`src/rtl/zamarine_pkg.sv`:
```
// Zamarine component sequencer: shared types and sizing.
// Build option ZAMARINE_SEQ_STATUS_CHECK_EN is consumed by the top.
package zamarine_pkg;
  localparam int ZAMARINE_MAX_COMPONENTS = 8;
  localparam int ZAMARINE_SETTLE_W = 8;

  typedef enum logic [2:0] {
    IDLE,
    SCAN,
    ISSUE,
    SETTLE,
    DONE
  } seq_state_e;
endpackage

```
`src/rtl/zamarine_component_sequencer_if.sv`:
```
// Zamarine sequencer bus: request handshake, status feed,
// command strobe and completion reporting.
interface zamarine_component_sequencer_if #(
  parameter int N    = 8,
  parameter int ID_W = $clog2(N)
);
  logic            req_valid;
  logic            req_ready;
  logic [N-1:0]    req_target;
  logic            abort;
  logic [N-1:0]    status_in;
  logic            cmd_valid;
  logic [ID_W-1:0] cmd_id;
  logic            cmd_activate;
  logic            busy;
  logic            done;
  logic            err;

  modport master (
    output req_valid, req_target, abort, status_in,
    input  req_ready, cmd_valid, cmd_id, cmd_activate,
    input  busy, done, err
  );

  modport slave (
    input  req_valid, req_target, abort, status_in,
    output req_ready, cmd_valid, cmd_id, cmd_activate,
    output busy, done, err
  );
endinterface

```
`src/rtl/zamarine_pick_id.sv`:
```
// Priority picker: deactivations first (highest index wins),
// then activations (lowest index wins).
module zamarine_pick_id #(
  parameter int N    = 8,
  parameter int ID_W = $clog2(N)
) (
  input  logic [N-1:0]    pending,
  input  logic [N-1:0]    target,
  output logic [ID_W-1:0] id,
  output logic            act,
  output logic            any
);
  logic [N-1:0] off_m;
  logic [N-1:0] on_m;

  assign off_m = pending & ~target;
  assign on_m  = pending & target;

  // Select the next component to move toward the target.
  always_comb begin
    id  = '0;
    act = 1'b0;
    any = |pending;
    if (|off_m) begin
      for (int i = 0; i < N; i++)
        if (off_m[i]) id = ID_W'(i);
    end else begin
      act = |on_m;
      for (int i = N - 1; i >= 0; i--)
        if (on_m[i]) id = ID_W'(i);
    end
  end
endmodule

```
`src/rtl/zamarine_component_sequencer.sv`:
```
// Steps components one at a time toward a target enable mask.
// Define ZAMARINE_SEQ_STATUS_CHECK_EN to enable the post-settle check.
module zamarine_component_sequencer
  import zamarine_pkg::*;
#(
  parameter int MAX_COMPONENTS = ZAMARINE_MAX_COMPONENTS,
  parameter int ID_W           = $clog2(MAX_COMPONENTS),
  parameter int SETTLE_CYCLES  = 4
) (
  input logic clk,
  input logic reset,
  zamarine_component_sequencer_if.slave bus
);
  localparam int W = MAX_COMPONENTS;
  localparam int CW = ZAMARINE_SETTLE_W;

  seq_state_e      state_q, state_d;
  logic [W-1:0]    target_q, target_d;
  logic [ID_W-1:0] cur_id_q, cur_id_d;
  logic            cur_act_q, cur_act_d;
  logic [CW-1:0]   cnt_q, cnt_d;
  logic            err_q, err_d;

  logic [W-1:0]    pending;
  logic [ID_W-1:0] pick_id;
  logic            pick_act;
  logic            pick_any;

  assign pending = target_q ^ bus.status_in;

  zamarine_pick_id #(
    .N    (W),
    .ID_W (ID_W)
  ) u_pick (
    .pending (pending),
    .target  (target_q),
    .id      (pick_id),
    .act     (pick_act),
    .any     (pick_any)
  );

  // State and working registers.
  always_ff @(posedge clk or posedge reset) begin
    if (reset) begin
      state_q   <= IDLE;
      target_q  <= '0;
      cur_id_q  <= '0;
      cur_act_q <= 1'b0;
      cnt_q     <= '0;
      err_q     <= 1'b0;
    end else begin
      state_q   <= state_d;
      target_q  <= target_d;
      cur_id_q  <= cur_id_d;
      cur_act_q <= cur_act_d;
      cnt_q     <= cnt_d;
      err_q     <= err_d;
    end
  end

  // Next-state sequencing.
  always_comb begin
    state_d   = state_q;
    target_d  = target_q;
    cur_id_d  = cur_id_q;
    cur_act_d = cur_act_q;
    cnt_d     = cnt_q;
    err_d     = err_q;
    unique case (state_q)
      IDLE: begin
        if (bus.req_valid) begin
          target_d = bus.req_target;
          err_d    = 1'b0;
          state_d  = SCAN;
        end
      end
      SCAN: begin
        if (bus.abort) begin
          state_d = IDLE;
        end else if (!pick_any) begin
          state_d = DONE;
        end else begin
          cur_id_d  = pick_id;
          cur_act_d = pick_act;
          state_d   = ISSUE;
        end
      end
      ISSUE: begin
        cnt_d   = CW'(SETTLE_CYCLES - 1);
        state_d = bus.abort ? IDLE : SETTLE;
      end
      SETTLE: begin
        if (bus.abort) begin
          state_d = IDLE;
        end else if (cnt_q == '0) begin
`ifdef ZAMARINE_SEQ_STATUS_CHECK_EN
          if (bus.status_in[cur_id_q] != cur_act_q)
            err_d = 1'b1;
`else
          err_d = 1'b0;
`endif
          state_d = SCAN;
        end else begin
          cnt_d = cnt_q - 1'b1;
        end
      end
      DONE: state_d = IDLE;
      default: state_d = IDLE;
    endcase
  end

  assign bus.req_ready    = (state_q == IDLE);
  assign bus.busy         = (state_q != IDLE);
  assign bus.cmd_valid    = (state_q == ISSUE);
  assign bus.cmd_id       = cur_id_q;
  assign bus.cmd_activate = cur_act_q;
  assign bus.done         = (state_q == DONE);
  assign bus.err          = (state_q == DONE) & err_q;
endmodule

```
`src/flat_wrapper.sv`:
```
// flat-port wrapper written by rule: the top's interface ports become plain ports
module zamarine_component_sequencer_flat import zamarine_pkg::*;
#(
  parameter int MAX_COMPONENTS = ZAMARINE_MAX_COMPONENTS,
  parameter int ID_W           = $clog2(MAX_COMPONENTS),
  parameter int SETTLE_CYCLES  = 4
)
  (clk, reset, bus_req_valid, bus_req_target, bus_abort, bus_status_in, bus_req_ready, bus_cmd_valid, bus_cmd_id, bus_cmd_activate, bus_busy, bus_done, bus_err);
  zamarine_component_sequencer_if #(.N(8), .ID_W(ID_W)) bus_i ();
  input logic clk;
  input logic reset;
  input wire logic [$bits(bus_i.req_valid)-1:0] bus_req_valid;
  input wire logic [$bits(bus_i.req_target)-1:0] bus_req_target;
  input wire logic [$bits(bus_i.abort)-1:0] bus_abort;
  input wire logic [$bits(bus_i.status_in)-1:0] bus_status_in;
  output wire logic [$bits(bus_i.req_ready)-1:0] bus_req_ready;
  output wire logic [$bits(bus_i.cmd_valid)-1:0] bus_cmd_valid;
  output wire logic [$bits(bus_i.cmd_id)-1:0] bus_cmd_id;
  output wire logic [$bits(bus_i.cmd_activate)-1:0] bus_cmd_activate;
  output wire logic [$bits(bus_i.busy)-1:0] bus_busy;
  output wire logic [$bits(bus_i.done)-1:0] bus_done;
  output wire logic [$bits(bus_i.err)-1:0] bus_err;
  assign bus_i.req_valid = bus_req_valid;
  assign bus_i.req_target = bus_req_target;
  assign bus_i.abort = bus_abort;
  assign bus_i.status_in = bus_status_in;
  assign bus_req_ready = bus_i.req_ready;
  assign bus_cmd_valid = bus_i.cmd_valid;
  assign bus_cmd_id = bus_i.cmd_id;
  assign bus_cmd_activate = bus_i.cmd_activate;
  assign bus_busy = bus_i.busy;
  assign bus_done = bus_i.done;
  assign bus_err = bus_i.err;
  zamarine_component_sequencer #(.MAX_COMPONENTS(MAX_COMPONENTS), .ID_W(ID_W), .SETTLE_CYCLES(SETTLE_CYCLES)) u_core (.clk(clk), .reset(reset), .bus(bus_i));
endmodule
```
`config.mk`:
```
export PLATFORM = sky130hd
export DESIGN_NAME = zamarine_component_sequencer_flat
export DESIGN_NICKNAME = d
export VERILOG_FILES = /design/src/rtl/zamarine_pkg.sv /design/src/rtl/zamarine_component_sequencer_if.sv /design/src/rtl/zamarine_pick_id.sv /design/src/rtl/zamarine_component_sequencer.sv /design/src/flat_wrapper.sv
export SDC_FILE = /design/constraint.sdc
export NUM_CORES = 1
export LEC_CHECK = 0
export ABC_AREA = 1
export BUFFER_PORTS_ARGS = -buffer_cell sky130_fd_sc_hd__buf_2
export CAP_MARGIN = 20
export CORE_MARGIN = 2
export CORE_UTILIZATION = 31
export DETAILED_ROUTE_END_ITERATION = 8
export GPL_TIMING_DRIVEN = 0
export HOLD_SLACK_MARGIN = 0.05
export PLACE_DENSITY = 0.6
export SYNTH_ARGS = -nofsm -noshare
export SYNTH_HDL_FRONTEND = slang
export SYNTH_SLANG_ARGS = --single-unit
```
`constraint.sdc`:
```
create_clock -name clk -period 1.8 [get_ports clk]
set_clock_uncertainty 0.2 [all_clocks]
set_input_delay 0.27 -clock clk [delete_from_list [all_inputs] [get_ports clk]]
set_output_delay 0.27 -clock clk [all_outputs]
set_load 0.005 [all_outputs]
```
==> results of run 1 <==
==> layout make-up <==
| type | count | area (sq um) | share of cell area [%] |
|---|---|---|---|
| buffer | 3 | 38.8 | 1.79 |
| clock inverter | 1 | 5.00 | 0.231 |
| tap | 72 | 90.1 | 4.17 |
| sequential | 23 | 576 | 26.6 |
| multi-input combinational | 145 | 963 | 44.6 |
| inverter | 49 | 194 | 8.97 |
| clock buffer | 3 | 41.3 | 1.91 |
| timing repair buffer | 39 | 254 | 11.7 |
==> power groups by stage <==
| stage | clock network (mW) | logic, mW | registers, mW |
|---|---|---|---|
| 5_1_grt | 0.384 | 1.91 | 0.915 |
| 6_report | 0.345 | 1.66 | 0.886 |
| 4_1_cts | 0.356 | 1.60 | 0.870 |
| 2_1_floorplan | 0 | 1.25 | 0.857 |
| 3_5_place_dp | 0 | 1.58 | 0.880 |
| 3_3_place_gp | 0 | 1.55 | 0.878 |
==> state kept, by name, indices dropped and copies added (netlist names) <==
name and count:
u_core.cnt_q 8, u_core.target_q 8, u_core.bus.cmd_id 3, u_core.state_q 3
u_core.bus.cmd_activate 1
==> critical path, stage by stage, from the launching register on <==
cell,delay (ns)
sky130_fd_sc_hd__dfrtp_1,0.40
sky130_fd_sc_hd__ha_1,0.29
sky130_fd_sc_hd__nand2_2,0.06
sky130_fd_sc_hd__nor2_2,0.10
sky130_fd_sc_hd__nand4_1,0.17
sky130_fd_sc_hd__nand2_4,0.18
sky130_fd_sc_hd__inv_4,0.07
sky130_fd_sc_hd__nor2_2,0.09
sky130_fd_sc_hd__a21oi_2,0.03
==> what timing repair did <==
action                     in CTS  in global routing
setup endpoints to repair       0                  3
hold endpoints to repair       33                  0
hold buffers                   10                  0
resized for setup               0                 11
buffers inserted                0                  2
==> Yosys cell counts (all sizes together) <==
master  instances
a21oi          11
buf             3
clkinv          1
conb            1
dfrtp          23
ha             18
inv            48
nand2          42
nand3          14
nand3b          2
nand4           3
nor2           32
nor3            4
o211ai          1
o21ai          15
xor2            2
==> cells by family after synthesis <==
group | count (synthesis) | share of synthesized area, %
AOI/OAI and AO/OA | 27 | 11.6
xor gates and xnor gates | 2 | 1.01
adders and majority gates | 18 | 13.0
buffers and inverters | 52 | 13.3
DFF | 23 | 33.3
other | 1 | 0.217
and+or+nand+nor | 97 | 27.5
==> path summary, 6_finish.rpt <==
check                                           to  slack (ns)
setup / recovery              u_core.bus.cmd_id[2]         0.1
hold / removal                   u_core.state_q[0]        0.14
setup reg to reg              u_core.bus.cmd_id[2]         0.1
hold reg to reg            u_core.bus.cmd_activate        0.29
max in group asynchronous       u_core.target_q[1]        0.31
min in group asynchronous          u_core.cnt_q[4]        0.54
==> metrics by stage <==
step                setup WS (ns)  util [%]  hold WS, ns
global placement            0.102      35.9        0.298
global route              -0.0212      39.8        0.178
detailed placement         0.0704      35.9        0.280
CTS                         0.103      38.6        0.143
finish                     0.0965      39.8        0.137
floorplan                   0.308         -       0.0719
==> metal layers <==
metal  wire (microns)  vias to the layer above  global-route usage (%)
met5                0                        -                       0
met4               64                        0                    4.74
met3               74                        5                    1.38
met2             1560                       22                    20.2
met1             1580                      619                    15.1
li1                 -                      761                       -
==> results.txt, run 1 <==
----------------------------------------------------
[Status]
  Outcome ... complete, no violations

[Routing]
  Via density per instance ... 4.20
  ANT nets after route ... 0
  First DRT Iteration DRCs ... 54
  Final routed DRC violation total ... 0
  DR WL/cell ... about 9.8 microns
  Post-detailed-routing wire length ... around 3300 microns
  DRT Pass-1 Iters ... 4
  Via count ... between 1000 and 1500

[Global route]
  Via count of the first global-routing pass ... approximately 1400
  Aggregate global-route resource usage ... a little under an eighth
  GRT Residual Overflow ... 0
  Initial antenna violation count ... 0
  Pin count of the biggest net entering global routing ... 24
  Wire length of the first global-routing pass ... just under 6000 microns

[Clocking]
  Clock latency on the worst-skew pair ... around 0.27 ns
  Clock root cell ... sky130_fd_sc_hd__clkbuf_8
  Clock sink total ... 23
  Clock H-tree levels ... 1
  Clock transition at path regs ... approximately 0.09 ns
  Num CTS Buffers ... 3
  Largest buffer count on any clock path ... 2
  TritonCTS clock tree ... built

[Placed design]
  Cell Area, Placed ... between 1500 and 2000 sq um
  Placer Congestion ... 0.813
  Count of buffers inserted at the top-level ports ... 27
  Detailed placer's ending HPWL ... roughly 2600 microns
  Cell count after placement ... 319

[Pwr]
  Net switching component of the power ... approximately 1.3 mW
  Combinational cell fraction of total power ... between 50% and 60%
  Worst VDD drop ... between 0.4 and 0.5 mV
  Cell Pwr Density ... roughly 1300 nW/um^2
  Switching power as a share of total power ... 45.7%
  Leakage ... roughly 1.1 nW
  Share of total power in sequential cells ... 30.6%
  Clock network fraction of design power ... 11.9%
  Cell internal power dissipation ... approximately 1.6 mW
  Design Power ... roughly 2.9 mW

[Yosys]
  Share of synthesized area occupied by flip-flops and latches ... 33.3%
  Synthesis warning total ... 0
  Share of the synthesized area in the top cell type ... 33.3%
  Synth cell types ... 28
  Mean Syn Cell Area ... 7.86 sq um
  Syn Nets ... ~260
  Post-synthesis cell count ... 220
  Synth area leader ... sky130_fd_sc_hd__dfrtp_1
  Cell Area, Synth ... 1730 sq um
  Leading cell types by total area after synthesis ... sky130_fd_sc_hd__dfrtp_1 (33%), sky130_fd_sc_hd__ha_1 (13%), sky130_fd_sc_hd__inv_1 (8.5%)
  FF+latch count, synth ... 23

[Setup path]
  Worst Path Class, Setup ... register to register
  Cell count of the worst reg-to-reg path ... 8
  Launch instance of the worst register-to-register path ... u_core.target_q[2]
  Largest fanout on the critical path ... 7
  CP Data Required Time ... approximately 1.8 ns
  Sort of element at the end of the critical path ... register
  First element of the critical path ... u_core.target_q[2]
  Element type at the critical path start ... register
  Critical path arrival ... approximately 1.7 ns

[Timing]
  Tcrit/Tclk final ... between 90% and 100%
  RSZ-0062 raised after global routing ... yes
  Worst slew margin relative to its limit ... roughly 40%
  Timing-limited maximum frequency ... a little under 600 MHz
  Final-report hold violation count ... 0
  Final total negative setup slack ... 0 ns
  Setup-failing EPs final ... 0
  Number of max-slew violations in the final report ... 0
  Transition time of the tightest slew-check pin ... between 0.9 and 1 ns
  Tmin final ... roughly 1.7 ns

[Layout]
  Post-route cell area ... 2160 sq um
  Leading cell types in the layout, fill and taps excluded ... sky130_fd_sc_hd__inv_1 (39), sky130_fd_sc_hd__nand2_1 (31), sky130_fd_sc_hd__buf_2 (27)
  Commonest non-fill, non-tap cell in the layout ... sky130_fd_sc_hd__inv_1
  Nets@finish ... between 300 and 400
  Relative area change from synthesis to final layout ... 25.0%
  Share of post-route cells with drive strength above 1 ... between 30 and 40%
  Non-filler instance count after layout ... around 340
  Inserted Diodes ... 0
  Filler cell count ... approximately 560

[Floorplanning]
  Die ar. ... around 6200 sq um
  Count of boundary I/O pins ... 29
  Placement Rows ... 27
  Die H ... around 80 microns
  Die boundary width ... slightly below 80 microns
  Floorplan core area ... 5440 sq um
  Starting Density ... between 30% and 40%

[Hold path]
  Number of cells traversed by the worst hold path ... 3
  Min-delay worst type ... input port to register
  Startpoint of the worst hold path ... bus_req_valid

[Run]
  Reported max-cap violation count ... 0

----------------------------------------------------
No activity file was read; power rests on OpenSTA's default activity.
==> run 2, diff against run 1 <==
--- a/config.mk
+++ b/config.mk
@@ -9,11 +9,11 @@
 export BUFFER_PORTS_ARGS = -buffer_cell sky130_fd_sc_hd__buf_2
 export CAP_MARGIN = 20
 export CORE_MARGIN = 2
-export CORE_UTILIZATION = 31
+export CORE_UTILIZATION = 35
 export DETAILED_ROUTE_END_ITERATION = 8
 export GPL_TIMING_DRIVEN = 0
 export HOLD_SLACK_MARGIN = 0.05
-export PLACE_DENSITY = 0.6
+export PLACE_DENSITY = 0.65
 export SYNTH_ARGS = -nofsm -noshare
 export SYNTH_HDL_FRONTEND = slang
 export SYNTH_SLANG_ARGS = --single-unit
==> constraint.sdc (replaced) <==
create_clock -name clk -period 2.1 [get_ports clk]
set_clock_uncertainty 0.2 [all_clocks]
set_input_delay 0.315 -clock clk [delete_from_list [all_inputs] [get_ports clk]]
set_output_delay 0.315 -clock clk [all_outputs]
set_load 0.005 [all_outputs]
==> results.txt, run 2 (synthesis results as in run 1) <==
----------------------------------------------------
[Pwr]
  Clock network fraction of design power ... a little under an eighth
  Share of total power in sequential cells ... about a third
  Cell Pwr Density ... approximately 1200 nW/um^2
  Net switching component of the power ... around 1.1 mW
  Leakage ... approximately 1.1 nW
  Design Power ... roughly 2.4 mW
  Switching power as a share of total power ... between 40 and 50%
  Cell internal power dissipation ... 1.29 mW
  Combinational cell fraction of total power ... around 57%
  Worst VDD drop ... 0.440 mV

[Clocking]
  Clock sink total ... 23
  # hold bufs at CTS ... 0
  TritonCTS clock tree ... built
  Num CTS Buffers ... 3
  Post-CTS setup buffers ... 0
  Largest buffer count on any clock path ... 2
  Clock transition at path regs ... roughly 0.080 ns
  Clock root cell ... sky130_fd_sc_hd__clkbuf_8
  Clock H-tree levels ... 1
  Number of instances resized during post-cts repair ... 0
  Clock latency on the worst-skew pair ... 0.27 ns

[Setup path]
  Reg2reg setup slack ... 0.42 ns
  Launch instance of the worst register-to-register path ... u_core.target_q[6]
  Critical path arrival ... around 1.6 ns
  Cell count of the worst reg-to-reg path ... 8
  Largest fanout on the critical path ... 7
  Worst Path Class, Setup ... register to register
  CP Data Required Time ... 2.06 ns
  Critical register-to-register path endpoint ... u_core.bus.cmd_id[0]
  Sort of element at the end of the critical path ... register
  Element type at the critical path start ... register

[Floorplanning]
  Floorplan core area ... between 4000 and 5000 sq um
  Placement Rows ... 25
  Die boundary width ... between 70 and 80 microns
  Die H ... between 70 and 80 microns
  Die ar. ... 5520 sq um
  Count of boundary I/O pins ... 29
  Starting Density ... 36.4%

[Timing]
  Timing-limited maximum frequency ... ~600 MHz
  RSZ-0062 raised after global routing ... no
  Setup-failing EPs final ... 0
  Tcrit/Tclk final ... between 70% and 80%
  Final-report hold violation count ... 0
  Worst slew margin relative to its limit ... 39.8%
  Final total negative setup slack ... 0 ns
  Tmin final ... 1.68 ns
  Transition time of the tightest slew-check pin ... between 0.9 and 1 ns
  Number of max-slew violations in the final report ... 0

[Global route]
  Met1 track utilization from global routing ... between 15 and 20%
  Aggregate global-route resource usage ... 13.3%
  Pin count of the biggest net entering global routing ... 24
  Wire length of the first global-routing pass ... approximately 5700 microns
  Initial antenna violation count ... 0
  Grt met2 use ... 21.9%
  Via count of the first global-routing pass ... 1374
  Most heavily used metal layer in global routing ... met2
  GRT Residual Overflow ... 0
  Global-route track usage on met3 ... roughly 2.2%

[Layout]
  Non-filler instance count after layout ... between 300 and 400
  Filler cell count ... between 500 and 600
  Post-route cell area ... between 1500 and 2000 sq um
  Register area ... roughly 580 sq um
  Share of post-route cells with drive strength above 1 ... slightly above 30%
  Inserted Diodes ... 0
  Registers with the most flip-flops ... u_core.cnt_q (8), u_core.target_q (8)
  Area taken by multi-input logic gates ... between 900 and 1000 sq um
  Commonest non-fill, non-tap cell in the layout ... sky130_fd_sc_hd__inv_1
  Leading cell types in the layout, fill and taps excluded ... sky130_fd_sc_hd__inv_1 (39), sky130_fd_sc_hd__nand2_1 (32), sky130_fd_sc_hd__nor2_1 (28)
  Nets@finish ... between 200 and 300
  Finished Core Util ... about two fifths
  Relative area change from synthesis to final layout ... 15.3%

[Routing]
  Via density per instance ... 4.31
  Final routed DRC violation total ... 0
  DR WL/cell ... about 10 microns
  Via count ... ~1400
  Post-detailed-routing wire length ... around 3200 microns
  First DRT Iteration DRCs ... 94
  DRT Pass-1 Iters ... 4
  ANT nets after route ... 0

[Run]
  Reported max-cap violation count ... 0

[Placed design]
  Cell count after placement ... roughly 310
  Detailed placer's ending HPWL ... between 2000 and 3000 microns
  Placer Congestion ... approximately 0.85
  Cell Area, Placed ... a little under 2000 sq um
  Count of buffers inserted at the top-level ports ... 27

[Hold path]
  Min-delay worst type ... input port to async pin

[Status]
  Outcome ... complete, no violations

----------------------------------------------------
## run 2: how the worst max path moves through the flow
stage,from,end,slack (ns),depth (start not counted)
after global routing,u_core.target_q[7],u_core.bus.cmd_id[1],0.27,9
after global placement,bus_status_in[7],u_core.bus.cmd_id[0],0.38,10
final,u_core.target_q[6],u_core.bus.cmd_id[0],0.42,8
after CTS,u_core.state_q[0],bus_req_ready,0.41,4
after floorplan,u_core.target_q[6],u_core.bus.cmd_id[2],0.61,8
after detailed placement,bus_status_in[6],u_core.bus.cmd_id[0],0.34,10
## run 2: power by group through the flow
stage	registers (mW)	logic [mW]	clock network (mW)
final	0.746	1.34	0.283
after global placement	0.750	1.33	0
after floorplan	0.735	1.07	0
after CTS	0.747	1.36	0.291
after detailed placement	0.755	1.35	0
after global routing	0.769	1.57	0.302
## run 2: metal layers
layer  share of wire, %  vias up
met5                  0        -
met4                1.5        0
met3                4.0        4
met2                 43       25
met1                 51      602
li1                   -      738
## run 2: final cells by class
cell class	instances	share of cell area (%)
sequential	23	28.9
inverter	49	9.60
clock buffer	4	2.26
buffer	3	1.95
timing repair buffer	27	6.78
multi-input combinational	145	46.3
tap	67	4.21
## run 2: per-stage QoR
step / hold WS [ns] / worst slack (ns)
after floorplan: 0.117 / 0.608
after global placement: 0.274 / 0.383
after detailed placement: 0.278 / 0.339
after CTS: 0.0543 / 0.406
after global routing: 0.0721 / 0.272
final: 0.0315 / 0.420
## run 2: worst max-delay path, stage by stage, from the launching register on
cell and delay, ns:
sky130_fd_sc_hd__dfrtp_1 0.39, sky130_fd_sc_hd__ha_1 0.28, sky130_fd_sc_hd__nand2_1 0.05, sky130_fd_sc_hd__nor2_1 0.09, sky130_fd_sc_hd__nand4_1 0.15, sky130_fd_sc_hd__nand2_2 0.18, sky130_fd_sc_hd__inv_2 0.06, sky130_fd_sc_hd__nor2_1 0.13
sky130_fd_sc_hd__a21oi_2 0.04
